<file path="src/rtl/ps2_pkg.sv">
// ps2_pkg: shared scancode constants, event/state types and the status-byte filter
//   PS2_EXT/PS2_BRK   prefix bytes; FLT_*  keyboard status bytes dropped in IDLE
//   kbd_event_t       {ext, rel, code}; kbd_state_t decoder states
package ps2_pkg;
    localparam logic [7:0] PS2_EXT     = 8'hE0;
    localparam logic [7:0] PS2_BRK     = 8'hF0;
    localparam logic [7:0] FLT_ERR0    = 8'h00;
    localparam logic [7:0] FLT_BAT_OK  = 8'hAA;
    localparam logic [7:0] FLT_ACK     = 8'hFA;
    localparam logic [7:0] FLT_BAT_ERR = 8'hFC;
    localparam logic [7:0] FLT_RESEND  = 8'hFE;
    localparam logic [7:0] FLT_ERR1    = 8'hFF;

    typedef struct packed {
        logic       ext;
        logic       rel;
        logic [7:0] code;
    } kbd_event_t;

    typedef enum logic [1:0] {IDLE, EXT, BRK, EXT_BRK} kbd_state_t;

    function automatic logic is_filtered(input logic [7:0] b);
        return b == FLT_ERR0 || b == FLT_BAT_OK || b == FLT_ACK ||
               b == FLT_BAT_ERR || b == FLT_RESEND || b == FLT_ERR1;
    endfunction
endpackage

</file>
<file path="src/rtl/ps2_keyboard_ctrl_if.sv">
// ps2_keyboard_ctrl_if: byte-receiver inputs and CPU-side event/status signals
//   master: drives rx_data/rx_valid/rx_err/rd_en/clr_flags/irq_en, reads the rest
//   slave:  the controller side
interface ps2_keyboard_ctrl_if #(parameter int DEPTH = 8);
    logic [7:0]                   rx_data;
    logic                         rx_valid;
    logic                         rx_err;
    logic                         rd_en;
    logic                         clr_flags;
    logic                         irq_en;
    logic [9:0]                   ev_data;
    logic                         ev_valid;
    logic [$clog2(DEPTH+1)-1:0]   ev_count;
    logic                         overflow;
    logic                         rx_error;
    logic                         irq;

    modport master (
        output rx_data, rx_valid, rx_err, rd_en, clr_flags, irq_en,
        input  ev_data, ev_valid, ev_count, overflow, rx_error, irq
    );
    modport slave (
        input  rx_data, rx_valid, rx_err, rd_en, clr_flags, irq_en,
        output ev_data, ev_valid, ev_count, overflow, rx_error, irq
    );
endinterface

</file>
<file path="src/rtl/ps2_event_fifo.sv">
// ps2_event_fifo: show-ahead event FIFO
//   push/wr_data write, pop removes head; head is 0 when empty; count/full/empty status
//   A push while full is accepted only when a pop frees the slot in the same cycle.
module ps2_event_fifo
    import ps2_pkg::*;
#(
    parameter int DEPTH = 8
) (
    input  logic                       clk,
    input  logic                       rst_n,
    input  logic                       push,
    input  kbd_event_t                 wr_data,
    input  logic                       pop,
    output kbd_event_t                 head,
    output logic [$clog2(DEPTH+1)-1:0] count,
    output logic                       full,
    output logic                       empty
);
    localparam int AW = $clog2(DEPTH);
    localparam int CW = $clog2(DEPTH + 1);

    kbd_event_t    mem [DEPTH];
    logic [AW-1:0] wp, rp;
    logic          do_pop, do_push;

    assign empty   = count == '0;
    assign full    = count == CW'(DEPTH);
    assign do_pop  = pop & ~empty;
    assign do_push = push & (~full | do_pop);
    assign head    = empty ? '0 : mem[rp];

    always_ff @(posedge clk or negedge rst_n) begin
        if (!rst_n) begin
            wp    <= '0;
            rp    <= '0;
            count <= '0;
        end else begin
            wp    <= wp + AW'(do_push);
            rp    <= rp + AW'(do_pop);
            count <= count + CW'(do_push) - CW'(do_pop);
        end
    end

    always_ff @(posedge clk) begin
        if (do_push) mem[wp] <= wr_data;
    end
endmodule

</file>
<file path="src/rtl/ps2_keyboard_ctrl.sv">
// ps2_keyboard_ctrl: set-2 scancode decoder with event FIFO, sticky flags and irq
//   clk, rst_n (async active-low); bus (slave): rx byte stream in, head event,
//   count, overflow/rx_error sticky flags and irq out
module ps2_keyboard_ctrl
    import ps2_pkg::*;
#(
    parameter int DEPTH          = 8,
    parameter int TIMEOUT_CYCLES = 200000
) (
    input  logic                 clk,
    input  logic                 rst_n,
    ps2_keyboard_ctrl_if.slave   bus
);
    localparam int TW = $clog2(TIMEOUT_CYCLES);

    kbd_state_t   state, next_state;
    kbd_event_t   ev, head;
    logic         push, full, empty, timeout, ovf_set;
    logic [TW-1:0] tcnt;
    logic [$clog2(DEPTH+1)-1:0] count;

    assign timeout = tcnt == TW'(TIMEOUT_CYCLES - 1);
    // the FIFO accepts a push while full only alongside a pop, so that is the drop case
    assign ovf_set = push & full & ~bus.rd_en;

    always_comb begin
        next_state = state;
        push       = 1'b0;
        ev         = '{ext: 1'b0, rel: 1'b0, code: bus.rx_data};
        if (bus.rx_err) begin
            next_state = IDLE;
        end else if (bus.rx_valid) begin
            case (state)
                IDLE: begin
                    next_state = bus.rx_data == PS2_EXT ? EXT : bus.rx_data == PS2_BRK ? BRK : IDLE;
                    push       = bus.rx_data != PS2_EXT && bus.rx_data != PS2_BRK && !is_filtered(bus.rx_data);
                end
                EXT: begin
                    next_state = bus.rx_data == PS2_BRK ? EXT_BRK : bus.rx_data == PS2_EXT ? EXT : IDLE;
                    push       = bus.rx_data != PS2_BRK && bus.rx_data != PS2_EXT;
                    ev.ext     = 1'b1;
                end
                BRK: begin
                    next_state = IDLE;
                    push       = 1'b1;
                    ev.rel     = 1'b1;
                end
                default: begin
                    next_state = IDLE;
                    push       = 1'b1;
                    ev.ext     = 1'b1;
                    ev.rel     = 1'b1;
                end
            endcase
        end else if (state != IDLE && timeout) begin
            next_state = IDLE;
        end
    end

    always_ff @(posedge clk or negedge rst_n) begin
        if (!rst_n) begin
            state        <= IDLE;
            tcnt         <= '0;
            bus.overflow <= 1'b0;
            bus.rx_error <= 1'b0;
        end else begin
            state        <= next_state;
            tcnt         <= (bus.rx_valid || bus.rx_err || state == IDLE || timeout) ? '0 : tcnt + 1'b1;
            bus.overflow <= ovf_set ? 1'b1 : bus.clr_flags ? 1'b0 : bus.overflow;
            bus.rx_error <= bus.rx_err ? 1'b1 : bus.clr_flags ? 1'b0 : bus.rx_error;
        end
    end

    ps2_event_fifo #(.DEPTH(DEPTH)) u_fifo (
        .clk     (clk),
        .rst_n   (rst_n),
        .push    (push),
        .wr_data (ev),
        .pop     (bus.rd_en),
        .head    (head),
        .count   (count),
        .full    (full),
        .empty   (empty)
    );

    assign bus.ev_data  = head;
    assign bus.ev_valid = ~empty;
    assign bus.ev_count = count;
    assign bus.irq      = bus.irq_en & (~empty | bus.overflow | bus.rx_error);
endmodule

</file>
<file path="src/flat_wrapper.sv">
// flat-port wrapper written by rule: the top's interface ports become plain ports
module ps2_keyboard_ctrl_flat import ps2_pkg::*;
#(
    parameter int DEPTH          = 8,
    parameter int TIMEOUT_CYCLES = 200000
)
  (clk, rst_n, bus_rx_data, bus_rx_valid, bus_rx_err, bus_rd_en, bus_clr_flags, bus_irq_en, bus_ev_data, bus_ev_valid, bus_ev_count, bus_overflow, bus_rx_error, bus_irq);
  ps2_keyboard_ctrl_if #(.DEPTH(DEPTH)) bus_i ();
  input  logic clk;
  input  logic rst_n;
  input wire logic [$bits(bus_i.rx_data)-1:0] bus_rx_data;
  input wire logic [$bits(bus_i.rx_valid)-1:0] bus_rx_valid;
  input wire logic [$bits(bus_i.rx_err)-1:0] bus_rx_err;
  input wire logic [$bits(bus_i.rd_en)-1:0] bus_rd_en;
  input wire logic [$bits(bus_i.clr_flags)-1:0] bus_clr_flags;
  input wire logic [$bits(bus_i.irq_en)-1:0] bus_irq_en;
  output wire logic [$bits(bus_i.ev_data)-1:0] bus_ev_data;
  output wire logic [$bits(bus_i.ev_valid)-1:0] bus_ev_valid;
  output wire logic [$bits(bus_i.ev_count)-1:0] bus_ev_count;
  output wire logic [$bits(bus_i.overflow)-1:0] bus_overflow;
  output wire logic [$bits(bus_i.rx_error)-1:0] bus_rx_error;
  output wire logic [$bits(bus_i.irq)-1:0] bus_irq;
  assign bus_i.rx_data = bus_rx_data;
  assign bus_i.rx_valid = bus_rx_valid;
  assign bus_i.rx_err = bus_rx_err;
  assign bus_i.rd_en = bus_rd_en;
  assign bus_i.clr_flags = bus_clr_flags;
  assign bus_i.irq_en = bus_irq_en;
  assign bus_ev_data = bus_i.ev_data;
  assign bus_ev_valid = bus_i.ev_valid;
  assign bus_ev_count = bus_i.ev_count;
  assign bus_overflow = bus_i.overflow;
  assign bus_rx_error = bus_i.rx_error;
  assign bus_irq = bus_i.irq;
  ps2_keyboard_ctrl #(.DEPTH(DEPTH), .TIMEOUT_CYCLES(TIMEOUT_CYCLES)) u_core (.clk(clk), .rst_n(rst_n), .bus(bus_i));
endmodule
</file>
<file path="config.mk">
export PLATFORM = sky130hd
export DESIGN_NAME = ps2_keyboard_ctrl_flat
export DESIGN_NICKNAME = d
export VERILOG_FILES = /design/src/rtl/ps2_pkg.sv /design/src/rtl/ps2_keyboard_ctrl_if.sv /design/src/rtl/ps2_event_fifo.sv /design/src/rtl/ps2_keyboard_ctrl.sv /design/src/flat_wrapper.sv
export SDC_FILE = /design/constraint.sdc
export NUM_CORES = 1
export LEC_CHECK = 0
export ABC_AREA = 1
export BUFFER_PORTS_ARGS = -buffer_cell sky130_fd_sc_hd__buf_4
export CORE_MARGIN = 5
export CORE_UTILIZATION = 35
export CTS_CLUSTER_DIAMETER = 200
export DETAILED_ROUTE_END_ITERATION = 8
export GPL_ROUTABILITY_DRIVEN = 0
export SETUP_SLACK_MARGIN = 0.1
export SLEW_MARGIN = 15
export SYNTH_ARGS = -nofsm -noshare
export SYNTH_HDL_FRONTEND = slang
export SYNTH_HIERARCHICAL = 1
export SYNTH_SLANG_ARGS = --single-unit
</file>
<file path="constraint.sdc">
create_clock -name clk -period 2.6 [get_ports clk]
set_input_delay 0.26 -clock clk [delete_from_list [all_inputs] [get_ports clk]]
set_output_delay 0.26 -clock clk [all_outputs]
set_load 0.02 [all_outputs]
</file>
# Yosys cells after proc, flatten, opt, wreduce, memory -nomap -nowiden
# Memories as Yosys holds them, arrays and structs flattened.
# Cells that the tools add are included.
[totals]
n_memories = 1
elab_cells = 80
mem_bits_ro = 0
ram_bits = 80
latchBits = 0
ff_bits = 32
out_inout_bits = 18
[op_classes]
shifts = 0
add_sub_neg = 5
n_eq_ne = 13
mul = 0
n_lt_le_gt_ge = 0
div_mod_pow = 0
n_reduce_logical = 21
bitwise = 11
muxes = 22
[memory_table]
columns = ["memory", "depth", "word_bits", "rd", "rd_ports_with_merged_regs", "wr", "line", "text"]
rows = [
  ["u_core.u_fifo.mem", 8, 10, 1, 0, 1, "ps2_event_fifo.sv:22", "kbd_event_t mem [DEPTH];"],
]
[ops]
columns = ["op", "n"]
rows = [
  ["8-bit == test, second input constant", 7],
  ["18-bit by 1-bit adder with 18-bit output, second input constant", 1],
  ["18-bit == test, second input constant", 1],
  ["18-bit two-way mux", 1],
  ["2-bit two-way mux", 8],
  ["8-bit inequality test, second input constant", 2],
  ["1-bit two-way mux", 10],
  ["10-bit two-way mux", 1],
  ["8-bit logical NOT", 1],
  ["1-bit logical OR", 8],
  ["3-bit by 1-bit adder with 3-bit output", 2],
  ["2-bit nonzero test", 3],
  ["1-bit AND", 5],
  ["4-bit by 1-bit adder with 4-bit output", 1],
  ["4-bit == test, second input constant", 1],
  ["4-bit logical NOT", 1],
  ["2-bit one-hot mux with 2 select lines", 1],
  ["2-bit OR reduction", 2],
  ["4-bit by 1-bit subtractor with 4-bit output", 1],
  ["1-bit logical AND", 3],
  ["1-bit inverter", 3],
  ["1-bit OR", 3],
  ["3-bit nonzero test", 1],
  ["2-bit by 1-bit == test with 1-bit output, second input constant", 1],
  ["other kinds (4)", 4],
]

# Logic depth before layout (Yosys ltp)
# Gate-level depths: netlist (run 1).
[logic_depth]
depth_word = 14
mapped_depth = 13

# Modules after synthesis
# Netlist (run 1), hierarchy kept.
[modules_own_cells]
columns = ["mod", "area_each_um2", "n_inst", "seq_area_each_um2", "cells_each"]
rows = [
  ["ps2_event_fifo", 4103.9, 1, 2652.5, 411],
  ["ps2_keyboard_ctrl", 1442.6, 1, 550.5, 204],
]

# Worst setup path before layout (run 1)
# Ideal clock, no wire load.
[synth_timing]
kind = "reg-to-reg"
start = "register u_core.state[1]"
end = "register u_core.u_fifo.count[2]"
setup_slack_ps = 589
arrival_time_ps = 1888
path_stages_with_launch = 11
setup_ps = 123
period_less_slack_ps = 2011
path_cell_list = "dfrtp_1 inv_1 nand3_1 nor2_1 nor2_1 a21boi_0 or2_2 nand2_1 ha_1 fa_1 xor2_1"
[synth_between]
elab_chain_len = 7
elab_cells_between_ends = 8
[synth_rtl]
columns = ["element", "line", "text"]
rows = [
  ["from (decl)", "ps2_keyboard_ctrl.sv:16", "kbd_state_t state, next_state;"],
  ["from (signal assigned)", "ps2_keyboard_ctrl.sv:67", "state <= next_state;"],
  ["2-bit by 1-bit == test with 1-bit output / 2-bit logical NOT (equally long branches)", "ps2_keyboard_ctrl.sv:33", "case (state)"],
  ["1-bit one-hot mux with 2 select lines (*)", "ps2_keyboard_ctrl.sv:33", ""],
  ["1-bit two-way mux (*)", "ps2_keyboard_ctrl.sv:32", "end else if (bus.rx_valid) begin"],
  ["1-bit two-way mux (*)", "ps2_keyboard_ctrl.sv:30", "if (bus.rx_err) begin"],
  ["net u_core.push", "ps2_keyboard_ctrl.sv:18", "logic push, full, empty, timeout, ovf_set;"],
  ["1-bit AND (*)", "ps2_event_fifo.sv:29", "assign do_push = push & (~full | do_pop);"],
  ["4-bit by 1-bit adder with 4-bit output (*)", "ps2_event_fifo.sv:40", "count <= count + CW'(do_push) - CW'(do_pop);"],
  ["4-bit by 1-bit subtractor with 4-bit output (*)", "ps2_event_fifo.sv:40", ""],
  ["to (signal assigned)", "ps2_event_fifo.sv:40", ""],
  ["to (decl)", "ps2_event_fifo.sv:15", "output logic [$clog2(DEPTH+1)-1:0] count,"],
]
# The timed path passes the listed nets; every way through them passes the cells marked *.
# A chain may end at the register's enable or synchronous reset.

# Worst setup path in the final report (run 1)
[layout_timing]
start = "register u_core.u_fifo.rp[0]"
end = "output bus_ev_data[8]"
[layout_between]
elab_chain_len = 2
[layout_rtl]
columns = ["element", "line", "text"]
rows = [
  ["from (decl)", "ps2_event_fifo.sv:23", "logic [AW-1:0] wp, rp;"],
  ["from (signal assigned)", "ps2_event_fifo.sv:39", "rp <= rp + AW'(do_pop);"],
  ["memory read 8 x 10 bit", "n/a", ""],
  ["10-bit two-way mux", "ps2_event_fifo.sv:30", "assign head = empty ? '0 : mem[rp];"],
  ["to (decl)", "flat_wrapper.sv:17", "output wire logic [$bits(bus_i.ev_data)-1:0] bus_ev_data;"],
]
# Every way passes these cells.

==> results of run 1 <==
## logic make-up after synthesis
logic type                 after synthesis  share of synthesized area [%]
AOI/OAI and AO/OA                        6                          0.677
xor gates and xnor gates                17                           2.68
adders and majority gates               11                           2.62
buffers and inverters                  137                           10.5
DFF                                    112                           57.7
and+or+nand+nor                        332                           25.8
## power groups by stage
stage               clock network (W)  logic, W  registers, W
detailed placement                  0   0.00219       0.00226
floorplan                           0   0.00146       0.00225
global placement                    0   0.00213       0.00225
finish                        0.00150   0.00216       0.00222
global route                  0.00160   0.00240       0.00224
CTS                           0.00153   0.00220       0.00222
## flip-flops by register name, summed over array words and instances (netlist names)
| name | cells |
|---|---|
| u_core/u_fifo/mem | 80 |
| u_core/tcnt | 18 |
| u_core/u_fifo/count | 4 |
| u_core/u_fifo/rp | 3 |
| u_core/u_fifo/wp | 3 |
| u_core/state | 2 |
| u_core/bus.overflow | 1 |
| u_core/bus.rx_error | 1 |
## per-stage QoR
| stage | hold WS [ns] | cell area (um2) | worst slack [ns] | util, % | total power [W] |
|---|---|---|---|---|---|
| final | 0.151 | 6370 | 0.409 | 40.5 | 0.00587 |
| after global routing | 0.162 | 6370 | 0.249 | 40.5 | 0.00624 |
| after CTS | 0.141 | 6370 | 0.386 | 40.5 | 0.00595 |
| after detailed placement | 0.228 | 6030 | 0.370 | 38.4 | 0.00444 |
| after global placement | 0.221 | 6030 | 0.430 | 38.4 | 0.00438 |
| after floorplan | -0.0356 | 5550 | 0.589 | - | 0.00371 |
## Yosys cell counts, types with 2 or more instances
| cell type | instances | area [um2] |
|---|---|---|
| nand2_2 | 2 | 12.5 |
| nand3_1 | 71 | 355 |
| buf_2 | 10 | 50.1 |
| dfrtp_1 | 32 | 801 |
| nor2_1 | 73 | 274 |
| edfxtp_1 | 80 | 2400 |
| nor2_2 | 15 | 93.8 |
| xnor2_1 | 3 | 26.3 |
| inv_1 | 116 | 435 |
| buf_6 | 5 | 56.3 |
| inv_2 | 2 | 7.51 |
| nand2_1 | 159 | 597 |
| ha_1 | 10 | 125 |
| xor2_1 | 14 | 123 |
| a21oi_1 | 2 | 10.0 |
| nand4_1 | 4 | 25.0 |
| nor3_1 | 2 | 10.0 |
## worst paths after layout
| check | from | endpoint | slack (ns) | cells past startpoint |
|---|---|---|---|---|
| worst max register to register | u_core/state[1] | u_core/u_fifo/count[1] | 0.47 | 9 |
| min in group asynchronous | rst_n | u_core/tcnt[17] | 0.38 | 2 |
| worst max-delay path | u_core/u_fifo/rp[0] | bus_ev_data[8] | 0.41 | 7 |
| worst min-delay path | bus_clr_flags | u_core/bus.rx_error | 0.15 | 4 |
| worst min register to register | u_core/bus.rx_error | u_core/bus.rx_error | 0.51 | 2 |
| max in group asynchronous | rst_n | u_core/u_fifo/wp[0] | 1.92 | 2 |
## what timing repair did
action	4_1_cts	5_1_grt
endpoints found under the setup margin	0	0
endpoints found under the hold margin	32	0
hold buffers	1	0
## per-layer routing
layer	vias to the layer above	wire, um
li1	1985	-
met1	1877	5150
met2	74	5960
met3	16	559
met4	0	148
met5	-	0
## worst max-delay path, delay by kind of cell (launching register included)
kind / cells / cell delay [ns]
buffers and inverters: 2 / 0.71
AND/OR/NAND/NOR: 5 / 0.47
flip-flops: 1 / 0.40
## layout make-up
type                    count  share of cell area, %
flip-flops and latches    112                   50.3
inverters                 119                   7.02
clock buffers               9                   3.54
multi-input cells         366                   27.7
clock inverters             7                   1.63
repair buffers             47                   5.58
well taps                 216                   4.24
==> flow_metrics.tcl, run 1 <==
set metrics [dict create \
    outcome "finished, final reports clean" \
    grtUsageTotal_pct 13.6 \
    synth.avg_cell_area_um2 9.02 \
    yosys_warnings 6 \
    p_sw_w 0.00216 \
    grt_pass1_vias 3889 \
    cts_tree "done" \
    rows 46 \
    post_cts_resized 0 \
    core-area_um2 15700 \
    numCtsBuffers 9 \
    p_clk_share_pct 25.5 \
    fp.dieH_um 136 \
    post-cts-setup-buffers 0 \
    fin_cells 876 \
    rsz0062_at_grt "no" \
    fin_crit_ns 2.19 \
    swShare_pct 36.7 \
    diodes 0 \
    antenna_found_initial 0 \
    vias 3952 \
    drt_first_pass_iters 7 \
    cts-root-buf "clkbuf_16" \
    cts_buffer_depth 2 \
    use_met1_pct 17.0 \
    wirelength_mm 11.8 \
    drc 0 \
    syn_nets 641 \
    grt_first_pass_wirelength_mm 19.4 \
    critPathSlowestCell "inv_2" \
    path_clk_slew_ns 0.07 \
    worstMarginPinSlew_ns 0.727 \
    insertion_delay_ns 0.35 \
    dpl.cell_count 859 \
    numClockSinks 112 \
    busiest_layer "met2" \
    synth-main-ff-cell "edfxtp_1" \
    die_width_um 136 \
    finalClockSkew_ns 0.00628 \
    multi_input_area_um2 1760 \
    fillers 1553 \
    drive_gt1_share_pct 13.0 \
    synth_edf_count 80 \
    vias_per_cell 4.51 \
    layout_common_cells "159 x nand2_1, 116 x inv_1, 80 x edfxtp_1" \
    power_leakage_nw 2.90 \
    timing_worst_setup_path_type "reg -> out" \
    hold_viol 0 \
    slew_headroom_pct 51.5 \
    worst-path-max-fanout 40 \
    vdd_drop_max_uv 474 \
    ys_types 32 \
    grt_max_degree 42 \
    grt_use_met2_pct 23.9 \
    p_per_area_nw_per_um2 922 \
    grt-ovfl-total 0 \
    port_buffers 32 \
    layout_commonest_cell "nand2_1" \
    hpwl_mm 7.83 \
    syn_area_um2 5550 \
    use_met3_pct 2.66 \
    path_cells "inv_2, nand2_1, nand3_1, nand2_1, nor2_1, nor2_1, buf_4" \
    regArea_um2 3200 \
    setup_viol_count_final 0 \
    hp-class "in -> reg" \
    ant_nets 0 \
    max_freq_ghz 0.456 \
    ys_seq_area_share_pct 57.7 \
    nNetsFinal 681 \
    crit_path_start_kind "register" \
    drt_iter0_markers 178 \
    routedWlPerCell_um 13.5 \
    p_comb_share_pct 36.7 \
    fin_tns_setup_ns 0 \
    ys_ff_latch 112 \
    start_util_pct 35.3 \
    dieArea_um2 18500 \
    p_int_w 0.00372 \
    p_seq_share_pct 37.8 \
    syn_inst 615 \
    required_ns 2.34 \
    drv_slew 0 \
    io_pins 33 \
    async_flop_share_pct 28.6 \
    cp.arrival_ns 1.93 \
    area_growth_pct 14.8 \
    crit_path_end_kind "output pin" \
    cap_violations 0 \
    critPathMaxStageDelay_ns 0.54 \
    period_share_pct 84.3 \
    htreeDepth 3 \
]
(Power assumes the default switching activity.)
==> inputs of run 2 (changes only) <==
--- a/config.mk
+++ b/config.mk
@@ -5,7 +5,7 @@
 export SDC_FILE = /design/constraint.sdc
 export NUM_CORES = 1
 export LEC_CHECK = 0
-export ABC_AREA = 1
+export ABC_AREA = 0
 export BUFFER_PORTS_ARGS = -buffer_cell sky130_fd_sc_hd__buf_4
 export CORE_MARGIN = 5
 export CORE_UTILIZATION = 35
==> constraint.sdc (replaced) <==
create_clock -name clk -period 1.9 [get_ports clk]
set_input_delay 0.19 -clock clk [delete_from_list [all_inputs] [get_ports clk]]
set_output_delay 0.19 -clock clk [all_outputs]
set_load 0.02 [all_outputs]
==> run 2 against run 1 <==
The flow now finishes with violations (negative setup slack). Die area shrank 12%. Worst hold slack lost 0.084 ns. Clock power grew 18%. Largest power group unchanged.
==> flow_metrics.tcl, run 2 <==
set metrics [dict create \
    outcome "finished, violations left" \
    violations "negative setup slack" \
    yosysMostFrequentCell "edfxtp_1" \
    regArea_um2 3210 \
    reg2reg_from "u_core/u_fifo/count[2]" \
    largest_register_ffs 80 \
    cts-root-buf "clkbuf_16" \
    start_util_pct 36.0 \
    worst-path-max-fanout 5 \
    drt_iter0_markers 153 \
    path_clk_slew_ns 0.08 \
    multi_input_area_um2 1700 \
    reg2regPathDepth 7 \
    port_buffers 32 \
    ys_types 43 \
    p_per_area_nw_per_um2 1230 \
    layout_commonest_cell "edfxtp_1" \
    core-area_um2 13300 \
    grt_max_degree 33 \
    critPathSlowestCell "or3b_4" \
    grt_first_pass_wirelength_mm 16.9 \
    cts_buffer_depth 2 \
    timing_worst_setup_path_type "reg -> out" \
    top_regs "u_core/u_fifo/mem (80), u_core/tcnt (18), u_core/u_fifo/count (4)" \
    power_leakage_nw 2.38 \
    crit_path_end "bus_ev_data[2]" \
    syn_area_um2 4810 \
    cp_top_family "simple AND/OR/NAND/NOR gates" \
    critPathMaxStageDelay_ns 0.43 \
    r2r_setup_slack_ns -0.27 \
    dieArea_um2 16200 \
    drv_slew 0 \
    final.setup.worst_slack_ns -0.314 \
    die_width_um 127 \
    regMostFlops "u_core/u_fifo/mem" \
    synth.avg_cell_area_um2 16.2 \
    numCtsBuffers 9 \
    grtUsageTotal_pct 13.6 \
    hold_viol 0 \
    fillers 1190 \
    cp.arrival_ns 2.02 \
    cap_violations 0 \
    vias 2917 \
    grt_pass1_vias 3141 \
    numClockSinks 112 \
    rows 42 \
    diodes 0 \
    antenna_found_initial 0 \
    ant_nets 0 \
    yosysTopAreaCellShare_pct 50.0 \
    grt-ovfl-total 0 \
    syn_inst 297 \
    ys_seq_area_share_pct 66.6 \
    async_flop_share_pct 28.6 \
    synth_edf_count 80 \
    critPathBufInv 4 \
    nNetsFinal 421 \
    crit_start "u_core/u_fifo/count[2]" \
    required_ns 1.71 \
    worstMarginPinSlew_ns 0.408 \
    finalClockSkew_ns 0.00891 \
    crit_path_start_kind "register" \
    slew_headroom_pct 72.8 \
    htreeDepth 3 \
    ys_ff_latch 112 \
    r2r_end "u_core/u_fifo/count[1]" \
    post-place-ws_ns -0.501 \
    synth_common_cells "80 x edfxtp_1, 32 x dfrtp_1, 24 x nor2_1" \
    yosys-top-cells-area "edfxtp_1 50%, dfrtp_1 17%, mux4_2 7.0%" \
    synth_area_leader_cell "edfxtp_1" \
    path_cells "inv_2, ha_4, or3b_4, inv_4, buf_12, nor2_4, a22o_1, buf_6" \
    yosys_warnings 6 \
    final_util_pct 48.0 \
    syn_nets 323 \
    vias_per_cell 5.06 \
    fp.dieH_um 127 \
    cts_tree "done" \
    hp-class "in -> reg" \
    insertion_delay_ns 0.35 \
    whs_ns 0.0674 \
    area_growth_pct 33.4 \
    hpwl_mm 6.41 \
    wirelength_mm 10.3 \
    setup_viol_count_final 98 \
    synth-main-ff-cell "edfxtp_1" \
    drt_first_pass_iters 4 \
    vdd_drop_max_uv 509 \
    drc 0 \
    routedWlPerCell_um 17.9 \
    fin_crit_ns 2.21 \
    crit_path_end_kind "output pin" \
    max_freq_ghz 0.452 \
    io_pins 33 \
    period_share_pct 117 \
    crit_cells 8 \
    drive_gt1_share_pct 41.0 \
    rsz0062_at_grt "yes" \
    layout_common_cells "80 x edfxtp_1, 53 x buf_4, 30 x dfrtp_1" \
]
==> run 2: changes by cell type after synthesis, moves of 5 or more <==
cell,before,now
inv_1,116,12
nand2_1,159,6
nand3_1,71,9
a22o_1,0,10
nor2_2,15,0
mux4_2,0,15
mux4_1,0,5
and2_1,1,6
buf_2,10,0
nor2_1,73,24
a21oi_1,2,8
==> run 2: cell families after synthesis <==
family                     count (synthesis)  share of synthesized area, %
DFF                                      112                          66.6
and+or+nand+nor                           83                          9.99
AOI/OAI and AO/OA                         35                          5.41
buffers and inverters                     20                          2.26
muxes                                     20                          9.76
xor gates and xnor gates                  16                          2.92
adders and majority gates                 11                          3.02
==> run 2: worst reg2reg max path: stages (launching register included) <==
cell     delay [ns]
dfrtp_2        0.41
inv_2          0.07
ha_4           0.12
or3b_4         0.43
and2_1         0.21
o21ai_2        0.15
ha_2           0.22
fa_2           0.43
==> run 2: final cells by class <==
class,count,share of cell area [%]
clock buffer,9,3.51
clock inverter,7,0.898
inverter,12,0.741
multi-input combinational,167,26.4
sequential,112,50.0
tap,176,3.43
timing repair buffer,93,15.0
==> run 2: metal layers <==
layer | vias to the layer above | share of wire, % | wire (um) | track usage, %
met2 | 68 | 48 | 4970 | 22.0
met5 | - | 0 | 0 | 0
li1 | 1364 | - | - | -
met4 | 0 | 1.7 | 178 | 4.42
met3 | 10 | 5.0 | 516 | 3.46
met1 | 1475 | 45 | 4640 | 17.9
==> run 2: what timing repair did <==
action                                  4_1_cts  5_1_grt
gates cloned                                  6        1
setup buffers                                12        3
endpoints found under the setup margin       99      104
resized for setup                            59       17
endpoints found under the hold margin        32        0
hold buffers                                  1        0
pin swaps                                    28       10
==> run 2: worst min path at each step <==
stage,start,to,slack [ns],cells past startpoint
2_1_floorplan,rst_n,u_core/bus.overflow,-0.11,0
5_1_grt,bus_rx_data[5],u_core/u_fifo/mem[1][5],0.07,1
6_report,bus_rx_data[5],u_core/u_fifo/mem[1][5],0.07,1
3_3_place_gp,rst_n,u_core/tcnt[11],0.15,1
3_5_place_dp,rst_n,u_core/tcnt[10],0.16,1
4_1_cts,bus_rx_data[5],u_core/u_fifo/mem[1][5],0.06,1
==> run 2: power by group <==
group          total (W)  switching, W  internal, W
combinational    0.00307       0.00146      0.00161
sequential       0.00307      0.000189      0.00288
clock            0.00177      0.000867     0.000904
total            0.00791       0.00251      0.00540
==> run 2: stage by stage <==
stage	cells	setup TNS [ns]	total power, W	instance area, um2
after floorplan	297	-12.18	0.00465	4840
after detailed placement	538	-31.05	0.00566	5620
after global placement	538	-28.22	0.00563	5620
after global routing	576	-19.71	0.00832	6410
after CTS	573	-19.09	0.00791	6310
final	576	-12.65	0.00791	6410
==> inputs of run 3 (changes only) <==
--- a/config.mk
+++ b/config.mk
@@ -12,7 +12,7 @@
 export CTS_CLUSTER_DIAMETER = 200
 export DETAILED_ROUTE_END_ITERATION = 8
 export GPL_ROUTABILITY_DRIVEN = 0
-export SETUP_SLACK_MARGIN = 0.1
+export PLACE_DENSITY_LB_ADDON = 0.1
 export SLEW_MARGIN = 15
 export SYNTH_ARGS = -nofsm -noshare
 export SYNTH_HDL_FRONTEND = slang
==> run 3 against run 2 <==
The run still ends with negative setup slack left. Cell count fell by 0.52%. Worst hold slack improved by 0.023 ns. Critical path depth did not move. Count of clock-buffer cells in the layout did not move. Combinational power rose by 8.5%. Wire length rose by 3.3%. Sequential cell count did not move. Register-to-register slack got worse by 0.03 ns. Critical path type unchanged. Largest power group is now combinational cells. Highest routed layer unchanged.
==> flow_metrics.tcl, run 3 (synthesis results as in run 2) <==
set metrics [dict create \
    drt_first_pass_iters 6 \
    p_per_area_nw_per_um2 1280 \
    timing_worst_setup_path_type "reg -> out" \
    slew_headroom_pct 72.2 \
    crit_path_end_kind "output pin" \
    crit_start "u_core/u_fifo/count[2]" \
    start_util_pct 36.0 \
    fin_crit_ns 2.21 \
    nNetsFinal 418 \
    hp-class "in -> reg" \
    rsz0062_at_grt "yes" \
    outcome "finished, violations left" \
    crit_path_start_kind "register" \
    setup_viol_count_final 98 \
    vias_per_cell 5.06 \
    path_cells "inv_2, ha_4, or3b_4, inv_4, nor2_4, buf_12, a22o_4, buf_6" \
    rows 42 \
    htreeDepth 3 \
    ant_nets 0 \
    wirelength_mm 10.7 \
    grt_first_pass_wirelength_mm 17.1 \
    min_from "bus_rx_data[1]" \
    cts_buffer_depth 2 \
    core-area_um2 13300 \
    fin_tns_setup_ns -17.47 \
    worst-path-max-fanout 5 \
    path_clk_slew_ns 0.08 \
    area_growth_pct 32.9 \
    numClockSinks 112 \
    grt_max_degree 33 \
    largest_register_ffs 80 \
    drv_slew 0 \
    final.setup.worst_slack_ns -0.313 \
    reg2reg_from "u_core/u_fifo/count[2]" \
    power_leakage_nw 2.37 \
    final_util_pct 47.9 \
    drive_gt1_share_pct 40.6 \
    grt-ovfl-total 0 \
    hpwl_mm 6.93 \
    whs_ns 0.0905 \
    drt_iter0_markers 243 \
    grt_pass1_vias 3056 \
    cap_violations 0 \
    diodes 0 \
    critPathSlowestCell "dfrtp_2" \
    hold_viol 0 \
    period_share_pct 116 \
    max_freq_ghz 0.452 \
    port_buffers 32 \
    layout_commonest_cell "edfxtp_1" \
    critPathMaxStageDelay_ns 0.42 \
    required_ns 1.71 \
    vias 2901 \
    cp.arrival_ns 2.02 \
    worstMarginPinSlew_ns 0.416 \
    drc 0 \
    cts_tree "done" \
    insertion_delay_ns 0.35 \
    antenna_found_initial 0 \
    cp_top_family "simple AND/OR/NAND/NOR gates" \
    layout_common_cells "80 x edfxtp_1, 53 x buf_4, 30 x dfrtp_1" \
    fp.dieH_um 127 \
    violations "negative setup slack" \
    cts-root-buf "clkbuf_16" \
    io_pins 33 \
    grtUsageTotal_pct 14.1 \
    numCtsBuffers 9 \
    finalClockSkew_ns 0.00846 \
    routedWlPerCell_um 18.6 \
    dieArea_um2 16200 \
    vdd_drop_max_uv 777 \
    regMostFlops "u_core/u_fifo/mem" \
    top_regs "u_core/u_fifo/mem (80), u_core/tcnt (18), u_core/u_fifo/count (4)" \
    die_width_um 127 \
    critPathBufInv 4 \
]
run 3: layer usage:
metal | vias up | wire (um) | GRT usage (%)
met1 | 1475 | 4750 | 18.6
li1 | 1356 | - | -
met5 | - | 0 | 0
met2 | 56 | 5320 | 22.9
met4 | 0 | 171 | 4.92
met3 | 14 | 408 | 3.21
run 3: stage by stage:
step	cells	total power, W	worst slack [ns]	area, um2
2_1_floorplan	297	0.00465	-0.174	4840
5_1_grt	573	0.00865	-0.382	6390
3_5_place_dp	542	0.00584	-0.450	5670
3_3_place_gp	542	0.00582	-0.433	5670
4_1_cts	570	0.00818	-0.343	6290
6_report	573	0.00817	-0.313	6390
run 3: path summary, 6_finish.rpt:
check / slack [ns] / end / cells after the start
hold / removal: 0.09 / u_core/u_fifo/mem[0][1] / 1
min in group asynchronous: 0.31 / u_core/tcnt[11] / 2
setup reg to reg: -0.30 / u_core/u_fifo/count[1] / 8
hold reg to reg: 0.49 / u_core/tcnt[0] / 1
setup / recovery: -0.31 / bus_ev_data[8] / 8
max in group asynchronous: 1.26 / u_core/u_fifo/count[3] / 2
run 3: cell type report:
cell class,instances,area [um2]
multi-input combinational,165,1670
tap,176,220
timing repair buffer,92,963
inverter,12,50.0
clock inverter,7,56.3
fill,1197,6960
clock buffer,9,225
sequential,112,3210
run 3: report_power, final:
part | switching [W] | total, W | internal [W] | leakage [nW]
Clock | 0.000894 | 0.00179 | 0.000899 | 0.124
Combinational | 0.00155 | 0.00333 | 0.00178 | 1.12
Sequential | 0.000170 | 0.00305 | 0.00288 | 1.13
run 3: repair_timing:
action / CTS / global route
pin swaps: 17 / 10
hold endpoints to repair: 32 / 0
gates resized for setup: 53 / 13
hold buffers: 1 / 0
setup buffers: 12 / 4
cloned: 3 / 0
setup endpoints to repair: 98 / 100
